`src/rtl/servo_cap_pkg.sv`:
```
// Shared constants and types for the servo pulse capture block.
// Holds the default legal pulse range (in 12 MHz cycles), the cycles-per-ms
// constant, the frame timeout default and the capture FSM state encoding.
package servo_cap_pkg;

  localparam int unsigned CYC_PER_MS    = 12000;
  localparam int unsigned W_DEF         = 15;
  localparam int unsigned MIN_ON_DEF    = 6000;
  localparam int unsigned MAX_ON_DEF    = 24000;
  localparam int unsigned FW_DEF        = 19;
  localparam int unsigned FRAME_MAX_DEF = 300000;

  typedef enum logic [1:0] {
    WAIT_LOW = 2'd0,
    LOW      = 2'd1,
    HIGH     = 2'd2
  } cap_state_e;

endpackage

```
`src/rtl/servo_cap_if.sv`:
```
// Bundle of the servo capture signals.
//   srv_i : asynchronous PWM input into the capture block
//   on_t  : last valid pulse width in clk cycles
//   vld   : one-cycle strobe when on_t updates
//   err   : one-cycle strobe on an out-of-range pulse
//   los   : loss-of-signal level
// master = the capture block, slave = its environment.
interface servo_cap_if #(
  parameter int unsigned W = 15
) ();
  logic         srv_i;
  logic [W-1:0] on_t;
  logic         vld;
  logic         err;
  logic         los;

  modport master (input srv_i, output on_t, output vld, output err, output los);
  modport slave  (output srv_i, input on_t, input vld, input err, input los);
endinterface

```
`src/rtl/servo_cap_sync_edge.sv`:
```
// Two-flop synchronizer with rise/fall detect for an asynchronous input.
//   clk, rst_n : clock, async active-low reset
//   d          : asynchronous input
//   q          : synchronized level (s2)
//   rise_c     : s2 & ~s3 (combinational)
//   fall_c     : ~s2 & s3 (combinational)
//   ready      : high once q reflects a real sample rather than reset state
module servo_cap_sync_edge (
  input  logic clk,
  input  logic rst_n,
  input  logic d,
  output logic q,
  output logic rise_c,
  output logic fall_c,
  output logic ready
);

  logic s1, s2, s3;
  logic p1, p2;

  // Synchronizer, delayed copy and a matching priming pipe.
  always_ff @(posedge clk or negedge rst_n) begin
    if (!rst_n) begin
      s1 <= 1'b0;
      s2 <= 1'b0;
      s3 <= 1'b0;
      p1 <= 1'b0;
      p2 <= 1'b0;
    end else begin
      s1 <= d;
      s2 <= s1;
      s3 <= s2;
      p1 <= 1'b1;
      p2 <= p1;
    end
  end

  assign q      = s2;
  assign rise_c = s2 & ~s3;
  assign fall_c = ~s2 & s3;
  assign ready  = p2;

endmodule

```
`src/rtl/servo_cap.sv`:
```
// Servo pulse capture: measures the high time of a hobby-servo PWM input in
// clk cycles, range-checks it, and detects loss of signal.
//   clk, rst_n : clock, async active-low reset
//   bus        : servo_cap_if master (srv_i in; on_t, vld, err, los out)
module servo_cap
  import servo_cap_pkg::*;
#(
  parameter int unsigned W         = W_DEF,
  parameter int unsigned MIN_ON    = MIN_ON_DEF,
  parameter int unsigned MAX_ON    = MAX_ON_DEF,
  parameter int unsigned FW        = FW_DEF,
  parameter int unsigned FRAME_MAX = FRAME_MAX_DEF
) (
  input  logic          clk,
  input  logic          rst_n,
  servo_cap_if.master   bus
);

  localparam logic [W-1:0]  MIN_C  = W'(MIN_ON);
  localparam logic [W-1:0]  OVER_C = W'(MAX_ON + 1);
  localparam logic [FW-1:0] FMAX_C = FW'(FRAME_MAX);

  logic s2, rise_c, fall_c, ready;

  cap_state_e   state, state_nxt;
  logic [W-1:0] cnt, cnt_nxt;
  logic [W-1:0] on_t_q, on_t_nxt;
  logic         vld_q, vld_nxt;
  logic         err_q, err_nxt;
  logic [FW-1:0] fcnt, fcnt_nxt;
  logic         los_q, los_nxt;

  servo_cap_sync_edge u_sync (
    .clk    (clk),
    .rst_n  (rst_n),
    .d      (bus.srv_i),
    .q      (s2),
    .rise_c (rise_c),
    .fall_c (fall_c),
    .ready  (ready)
  );

  // State, counters and output registers.
  always_ff @(posedge clk or negedge rst_n) begin
    if (!rst_n) begin
      state  <= WAIT_LOW;
      cnt    <= '0;
      on_t_q <= '0;
      vld_q  <= 1'b0;
      err_q  <= 1'b0;
      fcnt   <= '0;
      los_q  <= 1'b0;
    end else begin
      state  <= state_nxt;
      cnt    <= cnt_nxt;
      on_t_q <= on_t_nxt;
      vld_q  <= vld_nxt;
      err_q  <= err_nxt;
      fcnt   <= fcnt_nxt;
      los_q  <= los_nxt;
    end
  end

  // Pulse FSM and width counter; frame timeout follows the vld decision.
  always_comb begin
    state_nxt = state;
    cnt_nxt   = cnt;
    on_t_nxt  = on_t_q;
    vld_nxt   = 1'b0;
    err_nxt   = 1'b0;

    case (state)
      // ready gates out the reset value of s2 so an in-progress pulse is skipped.
      WAIT_LOW: if (ready && !s2) state_nxt = LOW;
      // The rise cycle already has s2 high, so it is counted as the first sample.
      LOW: if (rise_c) begin
        cnt_nxt   = W'(1);
        state_nxt = HIGH;
      end
      HIGH: begin
        if (cnt == OVER_C) begin
          err_nxt   = 1'b1;
          state_nxt = WAIT_LOW;
        end else if (fall_c) begin
          if (cnt < MIN_C) begin
            err_nxt = 1'b1;
          end else begin
            on_t_nxt = cnt;
            vld_nxt  = 1'b1;
          end
          state_nxt = LOW;
        end else if (s2) begin
          cnt_nxt = cnt + W'(1);
        end
      end
      default: state_nxt = WAIT_LOW;
    endcase

    if (vld_nxt)               fcnt_nxt = '0;
    else if (fcnt >= FMAX_C)   fcnt_nxt = fcnt;
    else                       fcnt_nxt = fcnt + FW'(1);

    los_nxt = !vld_nxt && (fcnt_nxt >= FMAX_C);
  end

  assign bus.on_t = on_t_q;
  assign bus.vld  = vld_q;
  assign bus.err  = err_q;
  assign bus.los  = los_q;

endmodule

```
`src/flat_wrapper.sv`:
```
// flat-port wrapper written by rule: the top's interface ports become plain ports
module servo_cap_flat import servo_cap_pkg::*;
#(
  parameter int unsigned W         = W_DEF,
  parameter int unsigned MIN_ON    = MIN_ON_DEF,
  parameter int unsigned MAX_ON    = MAX_ON_DEF,
  parameter int unsigned FW        = FW_DEF,
  parameter int unsigned FRAME_MAX = FRAME_MAX_DEF
)
  (clk, rst_n, bus_srv_i, bus_on_t, bus_vld, bus_err, bus_los);
  servo_cap_if #(.W(W)) bus_i ();
  input  logic clk;
  input  logic rst_n;
  input wire logic [$bits(bus_i.srv_i)-1:0] bus_srv_i;
  output wire logic [$bits(bus_i.on_t)-1:0] bus_on_t;
  output wire logic [$bits(bus_i.vld)-1:0] bus_vld;
  output wire logic [$bits(bus_i.err)-1:0] bus_err;
  output wire logic [$bits(bus_i.los)-1:0] bus_los;
  assign bus_i.srv_i = bus_srv_i;
  assign bus_on_t = bus_i.on_t;
  assign bus_vld = bus_i.vld;
  assign bus_err = bus_i.err;
  assign bus_los = bus_i.los;
  servo_cap #(.W(W), .MIN_ON(MIN_ON), .MAX_ON(MAX_ON), .FW(FW), .FRAME_MAX(FRAME_MAX)) u_core (.clk(clk), .rst_n(rst_n), .bus(bus_i));
endmodule
```
`config.mk`:
```
export PLATFORM = sky130hd
export DESIGN_NAME = servo_cap_flat
export DESIGN_NICKNAME = d
export VERILOG_FILES = /design/src/rtl/servo_cap_pkg.sv /design/src/rtl/servo_cap_if.sv /design/src/rtl/servo_cap_sync_edge.sv /design/src/rtl/servo_cap.sv /design/src/flat_wrapper.sv
export SDC_FILE = /design/constraint.sdc
export NUM_CORES = 1
export LEC_CHECK = 0
export CAP_MARGIN = 20
export CORE_MARGIN = 5
export CORE_UTILIZATION = 45
export DETAILED_ROUTE_END_ITERATION = 8
export HOLD_SLACK_MARGIN = 0.15
export PLACE_DENSITY_LB_ADDON = 0.12
export SETUP_SLACK_MARGIN = 0.02
export SYNTH_ARGS = -nofsm -noshare
export SYNTH_HDL_FRONTEND = slang
export SYNTH_SLANG_ARGS = --single-unit
export TNS_END_PERCENT = 20
```
`constraint.sdc`:
```
create_clock -name clk -period 3.34 [get_ports clk]
set_input_delay 0.668 -clock clk [delete_from_list [all_inputs] [get_ports clk]]
set_output_delay 0.668 -clock clk [all_outputs]
set_load 0.02 [all_outputs]
```
## Word-level counts from Yosys, hierarchy flattened

Cells that the tools add are included.

- $add $sub $neg: 2
- $lt $le $gt $ge: 3
- Equal/unequal tests: 9
- Multiplexer cells: 20
- Bitwise logic cells: 6
- Reductions and logical operators: 9

Operator list:

| kind | count |
|---|---|
| 2-to-1 mux 15 bit | 4 |
| greater-or-equal comparator 19 bit, second input constant | 2 |
| 2-to-1 mux 19 bit | 2 |
| one-hot mux 15 bit (2 select lines) | 1 |
| adder 19 x 1 -> 19 bit, second input constant | 1 |
| adder 15 x 1 -> 15 bit, second input constant | 1 |
| equality test 15 bit, second input constant | 1 |
| < comparator 15 x 13 -> 1 bit, second input constant | 1 |
| 2-to-1 mux 1 bit | 8 |
| 2-to-1 mux 2 bit | 4 |
| inequality test 2 bit, second input constant | 3 |
| one-hot mux 2 bit (3 select lines) | 1 |
| AND reduction 5 bit | 1 |
| inequality test 2 x 1 -> 1 bit, second input constant | 2 |
| inverter 1 bit | 4 |
| AND reduction 4 bit | 1 |
| inequality test 3 x 1 -> 1 bit, second input constant | 1 |
| AND reduction 3 bit | 1 |
| AND 1 bit | 2 |
| equality test 2 x 1 -> 1 bit, second input constant | 1 |
| equality test 2 bit, second input constant | 1 |
| logical AND 1 bit | 2 |
| logical NOT 1 bit | 2 |
| logical NOT 2 bit | 1 |
| nonzero test 2 bit | 1 |

- Bits in registers: 59
- Bits of input ports: 3
- Logic and storage cells: 61

## Depth between registers and ports, before layout

Gate-level depths: netlist of the first run.

- Word-level depth: 8
- Depth in mapped cells: 11
- Mapped depth without buffers: 10

## By module

From an unflattened synthesis of the first run, not the netlist that was laid out.

- Cell total of the unflattened synthesis: 308
- Area, all modules: 3045.4 µm²

By module, submodules not included:

| module | times used | cells each | area an instance (µm²) |
|---|---|---|---|
| servo_cap | 1 | 300 | 2901.5 |
| servo_cap_sync_edge | 1 | 8 | 143.9 |

## Least setup slack after synthesis of the first run

Ideal clock, no wire load.

- Path kind: flip-flop to flip-flop
- Start: register u_core.fcnt[0]
- End: register u_core.los_q, in the netlist u_core.bus.los
- Setup time: 0.128 ns
- Arrival time: 2.303 ns
- Setup slack: 0.909 ns
- Stages on the path, launching flop included: 10
- Period minus slack after synthesis: 2.431 ns
- Path through: dfrtp_1 -> ha_1 -> clkbuf_1 -> nand4_1 -> a211o_1 -> or4_1 -> and4_4 -> nor4b_4 -> o311ai_2 -> o31ai_1

- Longest elaborated chain between the ends: 5
- Elaborated cells between the ends (all ways): 6
- Classes of those cells: add/sub (1); order compare (2); mux (2); reduce/logical (1)

Ends and longest elaborated chain:

| what | line | RTL |
|---|---|---|
| start, declared | servo_cap.sv:30 | `logic [FW-1:0] fcnt, fcnt_nxt;` |
| start signal, assigned | servo_cap.sv:59 | `fcnt <= fcnt_nxt;` |
| adder 19 x 1 -> 19 bit or greater-or-equal comparator 19 bit (tied branches) | servo_cap.sv:101, servo_cap.sv:100 |  |
| 2-to-1 mux 19 bit (*) | servo_cap.sv:100 | `else if (fcnt >= FMAX_C) fcnt_nxt = fcnt;` |
| 2-to-1 mux 19 bit (*) | servo_cap.sv:99 | `if (vld_nxt) fcnt_nxt = '0;` |
| greater-or-equal comparator 19 bit (*) | servo_cap.sv:103 | `los_nxt = !vld_nxt && (fcnt_nxt >= FMAX_C);` |
| logical AND 1 bit (*) | servo_cap.sv:103 |  |
| via u_core.los_nxt | servo_cap.sv:31 | `logic los_q, los_nxt;` |
| end signal, assigned | servo_cap.sv:60 | `los_q <= los_nxt;` |
| end, declared | servo_cap.sv:31 |  |

The timed path passes the listed nets; every way through them passes the cells marked *.
A chain may end at the register's enable or synchronous reset.

## Final worst setup path of the first run

Ends and elaborated chain as after synthesis.

==> results of run 1 <==
worst max-delay path, delay by kind of cell, from the launching register on:
family	cells	cell delay [ps]
AO/OA/AOI/OAI	3	740
adder cells (fa/ha/maj)	1	360
flip-flops	1	400
AND/OR/NAND/NOR	4	990
power breakdown:
| part | leakage, nW | switching [mW] | internal [mW] | total [mW] |
|---|---|---|---|---|
| logic | 0.672 | 0.0468 | 0.0306 | 0.0774 |
| registers | 0.792 | 0.0207 | 0.733 | 0.754 |
| clock network | 0.0971 | 0.279 | 0.342 | 0.621 |
final timing paths:
kind                             startpoint                  to  slack (ps)  depth (start not counted)
max in group asynchronous             rst_n  u_core.bus.on_t[6]        2350                          2
hold reg to reg            u_core.u_sync.s1     u_core.u_sync.q         350                          0
hold / removal                        rst_n      u_core.fcnt[0]         320                          1
setup / recovery             u_core.fcnt[0]      u_core.bus.los         740                          8
min in group clk           u_core.u_sync.s1     u_core.u_sync.q         350                          0
setup reg to reg             u_core.fcnt[0]      u_core.bus.los         740                          8
state kept, by name, indices dropped and copies added (netlist names):
register             count
u_core.u_sync.p1         1
u_core.u_sync.s3         1
u_core.u_sync.q          1
u_core.state             2
u_core.u_sync.ready      1
u_core.cnt              15
u_core.bus.vld           1
u_core.bus.on_t         15
u_core.bus.los           1
u_core.u_sync.s1         1
u_core.fcnt             19
u_core.bus.err           1
kinds of logic (layout without fill, tap and decap cells):
logic type | Yosys count | count (layout) | share of synthesized area
simple gates | 124 | 124 | 0.228
flops | 59 | 59 | 0.489
compound gates | 45 | 45 | 0.102
xor+xnor | 25 | 25 | 0.0726
buf+inv | 21 | 50 | 0.0307
mux | 16 | 16 | 0.0593
fa+ha+maj | 4 | 4 | 0.0166
other cells | 1 | 1 | 0.00124
stage by stage:
stage,cells,hold WS (ps),power [mW],util
floorplan,295,331,0.810,-
global placement,385,335,0.845,0.512
detailed placement,385,336,0.847,0.512
CTS,401,328,1.48,0.541
global route,401,360,1.53,0.541
finish,401,322,1.45,0.541
cell usage after synthesis (all sizes together), types with 4 or more instances:
cell type  count
nand3          9
nand2         23
clkbuf         8
nor3           5
and2           7
inv            8
mux2          15
ha             4
xnor2          6
nor4           5
nand4          9
xor2          19
and3           6
dfrtp         59
o31ai          4
buf            4
nor2          32
a21oi         10
nor2b          4
o21ai         11
or3            5
nor4b          4
cell usage in the layout, fill, tap and decap left out, drive strengths merged, types with 6 or more instances in the layout:
cell           instances
clkdlybuf4s50         19
o21ai                 11
buf                    6
and2                   7
nor2                  32
dfrtp                 59
mux2                  15
nand3                  9
nand2                 23
a21oi                 10
xnor2                  6
clkbuf                11
xor2                  19
and3                   6
nand4                  9
inv                    8
layer usage:
layer | vias up | share of wire | global-route usage | wire, um
met4 | 0 | 0.025 | 0.0780 | 151
li1 | 1097 | - | - | -
met3 | 12 | 0.031 | 0.0409 | 189
met5 | - | 0 | 0 | 0
met2 | 36 | 0.50 | 0.269 | 3020
met1 | 1095 | 0.45 | 0.203 | 2740
area by class of cell:
type | instances | area share
clock buffer | 11 | 0.0378
clock inverter | 5 | 0.0155
inverter | 9 | 0.00973
multi-input combinational | 215 | 0.417
sequential | 59 | 0.425
tap | 77 | 0.0277
timing repair buffer | 25 | 0.0670
==> summary.md, run 1 <==
| Metric | Value |
|---|---|
| Max Root-Sink Buffers | `2` |
| GRT Util Overall | `0.164` |
| Largest area contributor in the synthesized netlist | `dfrtp_1` |
| Ys async rst share | `1.00` |
| Pre-Repair DR Iteration Count | `4` |
| Core area | `6420 um^2` |
| Vias in the first global route | `2361` |
| Hold_buf cts | `0` |
| Average instance area after synthesis | `10.2 um^2` |
| CTS buffer count | `9` |
| Layout Nets | `326` |
| Initial Util | `0.470` |
| CTS tree | `built` |
| Pwr per Cell Area | `418 nW/um^2` |
| Sinks on Clock Net | `59` |
| Chip width | `91.9 um` |
| Placer Congestion | `0.935` |
| Lkg Pwr | `1.56 nW` |
| Peak fanout along the critical path | `8` |
| IO Port Bufs | `20` |
| Die Height | `91.9 um` |
| Hpwl dp | `4310 um` |
| I/O Pins | `21` |
| Ratio of cells with drive above 1 in the final layout | `0.145` |
| Drc violations | `0` |
| Design Area, Final | `3470 um^2` |
| Average wire per standard cell | `15.2 um` |
| Yosys top cell area share | `0.489` |
| Largest net degree at the start of global routing | `26` |
| Seq cells post-synth | `59` |
| Actual slew at the worst max-slew pin | `671 ps` |
| Setup CP Type | `register to register` |
| Area grow syn2layout | `15.1%` |
| Clk Latency, worst-skew pair | `330 ps` |
| Post-synth EDFFs | `0` |
| Final WL | `6100 um` |
| Fin. max-slew vios | `0` |
| Critical path required time | `3550 ps` |
| Maximum VDD drop | `0.000325 V` |
| Dpl cell area | `3290 um^2` |
| H-tree depth | `3` |
| Slowest Stage Delay on Critical Path | `430 ps` |
| Initial antenna violation count | `0` |
| Endpoints failing hold | `0` |
| Dpl ws | `755 ps` |
| Worst Skew | `6.60 ps` |
| Netlist cell types | `55` |
| Synth Cell Area | `3020 um^2` |
| Multi-input logic area | `1450 um^2` |
| Max_cap viols | `0` |
| Post-CTS sizing | `0` |
| CTS root buf | `clkbuf_8` |
| Setup crit end kind | `register` |
| Post-Syn Instances | `295` |
| FF+latch area | `1480 um^2` |
| Crit path launch type | `register` |
| # setup viols final | `0` |
| Syn_nets | `302` |
| RSZ-0062 raised after global routing | `no` |
| Post-CTS setup repair buffer count | `0` |
| Total gr overflow | `0` |
| Global-route wire length before repair | `11100 um` |
| Fill count | `597` |
| Worst-path clk slew | `70 ps` |
| Crit share post-route | `0.779` |
| Worst Hold Class | `input port to async pin` |
| Crit-path slowest cell | `or4_1` |
| Ant. Diodes | `0` |
| Antenna-violating nets left | `0` |
| Die ar. | `8440 um^2` |
| DR vias/cell | `5.59` |
| Setup WS post-layout | `737 ps` |
| Status | `finished clean` |
| Tmin final | `2600 ps` |
| Max_slew headroom | `0.546` |
| Sequential cell area fraction in the yosys report | `0.489` |
| Num rows | `29` |
| Top post-synthesis cells by area | `dfrtp_1 (49%), mux2_2 (5.6%), xor2_1 (5.5%)` |
| Prevailing post-synth register cell | `dfrtp_1` |
| Setup TNS | `0 ps` |
| Vias | `2240` |
| DR iter-0 viols | `113` |
| Crit path cell chain | `ha_1, nand4_1, a211o_1, or4_1, and4_4, nor4b_4, o311ai_2, o31ai_1` |
| Arrival time worst endpoint | `2810 ps` |
| Synth warn | `0` |
| Peak Freq | `384 MHz` |
No activity file was read; power rests on OpenSTA's default activity.
==> inputs of run 2 (changes only) <==
- clock period: 3.34 -> 2.15 ns (I/O delays scaled with it)
==> run 2 against run 1 <==
Compared with the run above:
- the run now ends with setup timing left
- design area grew 18%
- critical path depth is the same
- worst hold slack gained 26 ps
- maximum frequency grew 11%
- sequential power grew 54%
- via count grew 12%
- combinational power grew to 3.0 times the previous value
- non-clock buffer count grew 68
- sequential share of layout area shrank 6.5 points
- cell count grew 16%
- critical endpoint unchanged
- largest cell class is now multi-input gates
- largest power group unchanged
==> summary.md, run 2 (same netlist as run 1, synthesis figures left out) <==
| Metric | Value |
|---|---|
| Status | `complete, but fails checks (was finished clean)` |
| Failing checks | `setup timing` |
| I/O Pins | `21 (unchanged)` |
| Capturing point of the worst reg2reg path | `u_core.bus.los (unchanged)` |
| Setup slack, reg-to-reg | `-190 ps (was 740 ps)` |
| Antenna-violating nets left | `0 (unchanged)` |
| Sinks on Clock Net | `59 (unchanged)` |
| Worst hold path cell count | `0` |
| Design Area, Final | `4100 um^2 (was 3470 um^2)` |
| Die Height | `91.9 um (unchanged)` |
| Biggest register | `u_core.fcnt (unchanged)` |
| H-tree depth | `3 (unchanged)` |
| Vias | `2516 (was 2240)` |
| Crit path launch type | `register (unchanged)` |
| Setup WS post-layout | `-194 ps (was 737 ps)` |
| Reg2reg path depth | `8 (unchanged)` |
| Vias in the first global route | `2592 (was 2361)` |
| M1 WL | `3130 um (was 2740 um)` |
| CTS root buf | `clkbuf_8 (unchanged)` |
| IO Port Bufs | `20 (unchanged)` |
| Hold EP | `u_core.u_sync.q` |
| Commonest non-fill, non-tap cell in the layout | `buf_4 (was dfrtp_1)` |
| Global-route wire length before repair | `12300 um (was 11100 um)` |
| Initial antenna violation count | `0 (unchanged)` |
| Setup TNS | `-194 ps (was 0 ps)` |
| Endpoints failing hold | `0 (unchanged)` |
| Chip width | `91.9 um (unchanged)` |
| Routed wire length on met3 | `270 um (was 189 um)` |
| Peak Freq | `427 MHz (was 384 MHz)` |
| DR vias/cell | `5.39 (was 5.59)` |
| Hpwl dp | `4980 um (was 4310 um)` |
| Initial Util | `0.470 (unchanged)` |
| Setup CP Type | `register to register (unchanged)` |
| CTS tree | `built (unchanged)` |
| Fill count | `531 (was 597)` |
| Commonest cells after routing, fill and taps aside | `buf_4 (69), dfrtp_1 (59), nor2_1 (32) (was dfrtp_1 (59), nor2_1 (32), nand2_1 (23))` |
| Max reg flops | `19 (unchanged)` |
| Ant. Diodes | `0 (unchanged)` |
| Worst Skew | `6.67 ps (was 6.60 ps)` |
| Dpl cell area | `3740 um^2 (was 3290 um^2)` |
| Fin. max-slew vios | `0 (unchanged)` |
| Hold Crit Start | `u_core.u_sync.s1` |
| Total gr overflow | `0 (unchanged)` |
| Combinational Power Share | `0.094 (was 0.053)` |
| Tmin final | `2340 ps (was 2600 ps)` |
| DR iter-0 viols | `138 (was 113)` |
| Placed cell count | `443 (was 385)` |
| Area grow syn2layout | `35.8% (was 15.1%)` |
| Setup crit end kind | `register (unchanged)` |
| Crit share post-route | `1.09 (was 0.779)` |
| Drc violations | `0 (unchanged)` |
| Peak fanout along the critical path | `4 (was 8)` |
| Largest net degree at the start of global routing | `42 (was 26)` |
| CP startpoint | `u_core.fcnt[14] (was u_core.fcnt[0])` |
| Finished Layout Cells | `467 (was 401)` |
| Maximum VDD drop | `0.000435 V (was 0.000325 V)` |
| Highest Signal Layer | `met4 (unchanged)` |
| Pwr per Cell Area | `592 nW/um^2 (was 418 nW/um^2)` |
| Final WL | `7160 um (was 6100 um)` |
| Critical path required time | `2380 ps (was 3550 ps)` |
| Die ar. | `8440 um^2 (unchanged)` |
| Core area | `6420 um^2 (unchanged)` |
| WL met2 | `3650 um (was 3020 um)` |
| Reg power frac | `0.478 (was 0.519)` |
| Lkg Pwr | `1.93 nW (was 1.56 nW)` |
| RSZ-0062 raised after global routing | `yes (was no)` |
| GRT Util Overall | `0.181 (was 0.164)` |
| Int Power | `1.87 mW (was 1.11 mW)` |
| Clk pwr share | `0.428 (about the same)` |
| R2r startpoint | `u_core.fcnt[14] (was u_core.fcnt[0])` |
| Ratio of cells with drive above 1 in the final layout | `0.328 (was 0.145)` |
| Max Root-Sink Buffers | `2 (unchanged)` |
| Arrival time worst endpoint | `2570 ps (was 2810 ps)` |
| Worst Hold Class | `register to register (was input port to async pin)` |
| Layout Nets | `394 (was 326)` |
| Num rows | `29 (unchanged)` |
| CTS buffer count | `9 (unchanged)` |
| Switching share of total power | `0.229 (was 0.238)` |
| Placer Congestion | `0.934 (was 0.935)` |
| # setup viols final | `1 (was 0)` |
| Max_cap viols | `0 (unchanged)` |
| Clk Latency, worst-skew pair | `330 ps (about the same)` |
| Average wire per standard cell | `15.3 um (was 15.2 um)` |
| Switch Pwr | `0.554 mW (was 0.346 mW)` |
| Worst-path clk slew | `60 ps (was 70 ps)` |
| Pre-Repair DR Iteration Count | `4 (unchanged)` |
run 2: worst max-delay path by stage:
stage / to / slack, ps / cells after the start
CTS: u_core.bus.los / -200 / 8
detailed placement: u_core.bus.los / -290 / 8
floorplan: u_core.bus.los / -140 / 7
finish: u_core.bus.los / -190 / 8
global placement: u_core.bus.los / -170 / 8
global route: u_core.bus.los / -340 / 8
run 2: layout make-up:
class	instances	area, um^2	share of cell area
multi-input cells	215	1530	0.372
flip-flops and latches	59	1480	0.360
repair buffers	93	766	0.187
clock buffers	12	165	0.0403
well taps	77	96.3	0.0235
clock inverters	2	35.0	0.00855
inverters	9	33.8	0.00824
run 2: timing repair:
item / in CTS / in global routing
setup endpoints to repair: 8 / 23
pin swaps: 10 / 8
resized for setup: 7 / 13
setup buffers: 2 / 7
endpoints found under the hold margin: 18 / 0
hold buffers: 1 / 0
run 2: metrics by stage:
stage          power, mW  hold slack [ps]  setup slack (ps)  utilization
2_1_floorplan       1.26              134              -135            -
6_report            2.43              348              -194        0.638
4_1_cts             2.41              350              -199        0.622
3_5_place_dp        1.35              335              -287        0.582
5_1_grt             2.53              354              -345        0.638
3_3_place_gp        1.35              333              -171        0.582
run 2: worst max-delay path, stage by stage, from the launching register on:
cell and delay, ps:
dfrtp_1 410, a211o_1 330, a211o_1 320, buf_6 130, and4bb_2 300, and4b_1 230
o2111ai_1 100, nor3b_2 160, o31ai_1 270
run 2: power groups by stage:
stage	combinational [mW]	clock (mW)	sequential, mW
2_1_floorplan	0.0745	0	1.18
3_3_place_gp	0.172	0	1.18
3_5_place_dp	0.175	0	1.18
4_1_cts	0.184	1.07	1.16
5_1_grt	0.251	1.11	1.16
6_report	0.229	1.04	1.16
run 2: routing by layer:
metal / up-vias / global-route usage
li1: 1230 / -
met1: 1223 / 0.234
met2: 53 / 0.290
met3: 10 / 0.0327
met4: 0 / 0.0928
met5: - / 0
==> inputs of run 3 (changes only) <==
- CELL_PAD_IN_SITES_DETAIL_PLACEMENT: not set -> 1
- CELL_PAD_IN_SITES_GLOBAL_PLACEMENT: not set -> 2
- CORE_UTILIZATION: 45 -> 34
==> run 3 against run 2 <==
Compared with the run above:
- the flow still finishes with violations (setup timing)
- flip-flop and latch count unchanged
- cell count is 7.9% higher
- critical endpoint unchanged
- largest power group is now the clock network
- total power grew 10%
==> summary.md, run 3 (same netlist as run 1, synthesis figures left out) <==
| Metric | Value |
|---|---|
| Global-route wire length before repair | `14200 um (was 12300 um)` |
| Final WL | `8450 um (was 7160 um)` |
| Met2 usage | `0.301 (was 0.290)` |
| Crit share post-route | `1.10 (was 1.09)` |
| Max Root-Sink Buffers | `2 (unchanged)` |
| CTS tree | `built (unchanged)` |
| Multi-input logic area | `1540 um^2 (was 1530 um^2)` |
| CTS root buf | `clkbuf_8 (unchanged)` |
| Average wire per standard cell | `16.8 um (was 15.3 um)` |
| Endpoints failing hold | `0 (unchanged)` |
| Ant. Diodes | `0 (unchanged)` |
| Setup CP Type | `register to register (unchanged)` |
| Crit-path leading delay family | `compound AO/OA/AOI/OAI gates (unchanged)` |
| Fin. max-slew vios | `0 (unchanged)` |
| Dpl ws | `-214 ps (was -287 ps)` |
| GR Util met1 | `0.185 (was 0.234)` |
| Placer Congestion | `0.879 (was 0.934)` |
| Slowest Stage Delay on Critical Path | `430 ps (was 410 ps)` |
| Worst-path clk slew | `70 ps (was 60 ps)` |
| Hpwl dp | `6170 um (was 4980 um)` |
| IO Port Bufs | `20 (unchanged)` |
| Initial Util | `0.348 (was 0.470)` |
| Worst Skew | `13.5 ps (was 6.67 ps)` |
| Combinational Power Share | `0.094 (about the same)` |
| Max_slew headroom | `0.614` |
| Design Area, Final | `4220 um^2 (was 4100 um^2)` |
| Die ar. | `10900 um^2 (was 8440 um^2)` |
| Commonest cells after routing, fill and taps aside | `buf_4 (74), dfrtp_1 (59), nor2_1 (32) (was buf_4 (69), dfrtp_1 (59), nor2_1 (32))` |
| Biggest register | `u_core.fcnt (unchanged)` |
| FF+latch area | `1480 um^2 (unchanged)` |
| Pre-Repair DR Iteration Count | `4 (unchanged)` |
| Crit path cell chain | `a211o_1, a211o_1, buf_6, and4bb_2, and4b_1, o2111ai_1, nor3b_2, o31ai_1 (unchanged)` |
| Ratio of cells with drive above 1 in the final layout | `0.338 (was 0.328)` |
| H-tree depth | `3 (unchanged)` |
| Total gr overflow | `0 (unchanged)` |
| Failing checks | `setup timing (unchanged)` |
| Setup crit end kind | `register (unchanged)` |
| Finished Layout Cells | `504 (was 467)` |
| Switch Pwr | `0.603 mW (was 0.554 mW)` |
| Tmin final | `2370 ps (was 2340 ps)` |
| Drc violations | `0 (unchanged)` |
| DR vias/cell | `5.13 (was 5.39)` |
| # setup viols final | `1 (unchanged)` |
| Commonest non-fill, non-tap cell in the layout | `buf_4 (unchanged)` |
| Initial antenna violation count | `0 (unchanged)` |
| Int Power | `2.07 mW (was 1.87 mW)` |
| Lkg Pwr | `1.98 nW (was 1.93 nW)` |
| Sinks on Clock Net | `59 (unchanged)` |
| Crit path launch type | `register (unchanged)` |
| Status | `complete, but fails checks (unchanged)` |
| Placed cell count | `485 (was 443)` |
| Switching share of total power | `0.226 (was 0.229)` |
| Fill count | `1000 (was 531)` |
| Arrival time worst endpoint | `2610 ps (was 2570 ps)` |
| Worst Path Buf+Inv | `1 (unchanged)` |
| Max reg flops | `19 (unchanged)` |
| Clk pwr share | `0.472 (was 0.428)` |
| Reg power frac | `0.434 (was 0.478)` |
| Crit-path slowest cell | `dfrtp_1 (unchanged)` |
| Peak fanout along the critical path | `4 (unchanged)` |
| Pwr per Cell Area | `633 nW/um^2 (was 592 nW/um^2)` |
| Vias in the first global route | `2864 (was 2592)` |
| Layout Nets | `398 (was 394)` |
| GRT busiest layer | `met2 (unchanged)` |
| Area grow syn2layout | `39.8% (was 35.8%)` |
| RSZ-0062 raised after global routing | `yes (unchanged)` |
| GRT met3 Usage | `0.0304 (was 0.0327)` |
| Largest net degree at the start of global routing | `39 (was 42)` |
| Vias | `2583 (was 2516)` |
| Clk Latency, worst-skew pair | `340 ps (was 330 ps)` |
| Chip width | `104 um (was 91.9 um)` |
| Critical path required time | `2390 ps (was 2380 ps)` |
| DR iter-0 viols | `37 (was 138)` |
| Core area | `8680 um^2 (was 6420 um^2)` |
| I/O Pins | `21 (unchanged)` |
| Antenna-violating nets left | `0 (unchanged)` |
| Maximum VDD drop | `0.000318 V (was 0.000435 V)` |
| CTS buffer count | `9 (unchanged)` |
| Worst Hold Class | `register to register (unchanged)` |
| Max_cap viols | `0 (unchanged)` |
| Actual slew at the worst max-slew pin | `580 ps` |
| CP most frequent cell | `a211o_1 (unchanged)` |
| Final Total Pwr | `2.67 mW (was 2.43 mW)` |
| Die Height | `104 um (was 91.9 um)` |
| Num rows | `34 (was 29)` |
| GRT Util Overall | `0.162 (was 0.181)` |
| Peak Freq | `423 MHz (was 427 MHz)` |
| Final Util | `0.486 (was 0.638)` |
| Dpl cell area | `3860 um^2 (was 3740 um^2)` |
| Setup WS post-layout | `-216 ps (was -194 ps)` |
run 3: changes by cell type in the layout (fill, tap and decap cells not counted), moves of 2 or more:
cell       before  now
a21oi_1         5    7
nor4b_1         2    0
buf_4          69   74
a21oi_2         5    2
bufinv_16       1    3
clkbuf_8       12   10
run 3: final cells by class:
class	instances	area share
multi-input cells	215	0.365
clock buffers	11	0.0335
repair buffers	97	0.188
clock inverters	5	0.0237
flip-flops and latches	59	0.350
inverters	9	0.00801
well taps	108	0.0320
run 3: timing repair:
| action | CTS | global route |
|---|---|---|
| setup endpoints to repair | 11 | 22 |
| endpoints found under the hold margin | 21 | 0 |
| buffers inserted | 0 | 2 |
| hold buffers | 1 | 0 |
| resized for setup | 6 | 16 |
| pin swaps | 4 | 8 |
run 3: path summary, 6_finish.rpt:
path                                        from                  end  slack, ps  cells after the start
worst min register to register  u_core.u_sync.p1  u_core.u_sync.ready        350                      0
min in group asynchronous                  rst_n      u_core.fcnt[12]        620                      2
worst max register to register   u_core.fcnt[14]       u_core.bus.los       -220                      8
worst max-delay path             u_core.fcnt[14]       u_core.bus.los       -220                      8
max in group asynchronous                  rst_n      u_core.state[1]        920                      3
worst min-delay path            u_core.u_sync.p1  u_core.u_sync.ready        350                      0
run 3: per-stage QoR:
step / hold slack, ps / TNS [ps]
after global placement: 335 / -332
after detailed placement: 338 / -871
after CTS: 355 / -215
after global routing: 357 / -377
final: 350 / -216
after floorplan: 134 / -293
run 3: worst register-to-register path: cells and delay by family (launching register included):
family | cells | cell delay, ps
AO/OA/AOI/OAI | 4 | 1000
AND/OR/NAND/NOR | 3 | 690
flip-flops | 1 | 430
buffers and inverters | 1 | 140
run 3: layer usage:
| metal | wire length [um] | part of all wire |
|---|---|---|
| met1 | 3670 | 0.43 |
| met2 | 4520 | 0.54 |
| met3 | 147 | 0.017 |
| met4 | 108 | 0.013 |
| met5 | 0 | 0 |
run 3: power by group through the flow:
stage | combinational, mW | clock (mW) | sequential [mW]
final | 0.252 | 1.26 | 1.16
after CTS | 0.218 | 1.30 | 1.16
after floorplan | 0.0745 | 0 | 1.18
after global placement | 0.198 | 0 | 1.18
after detailed placement | 0.205 | 0 | 1.18
after global routing | 0.276 | 1.35 | 1.16
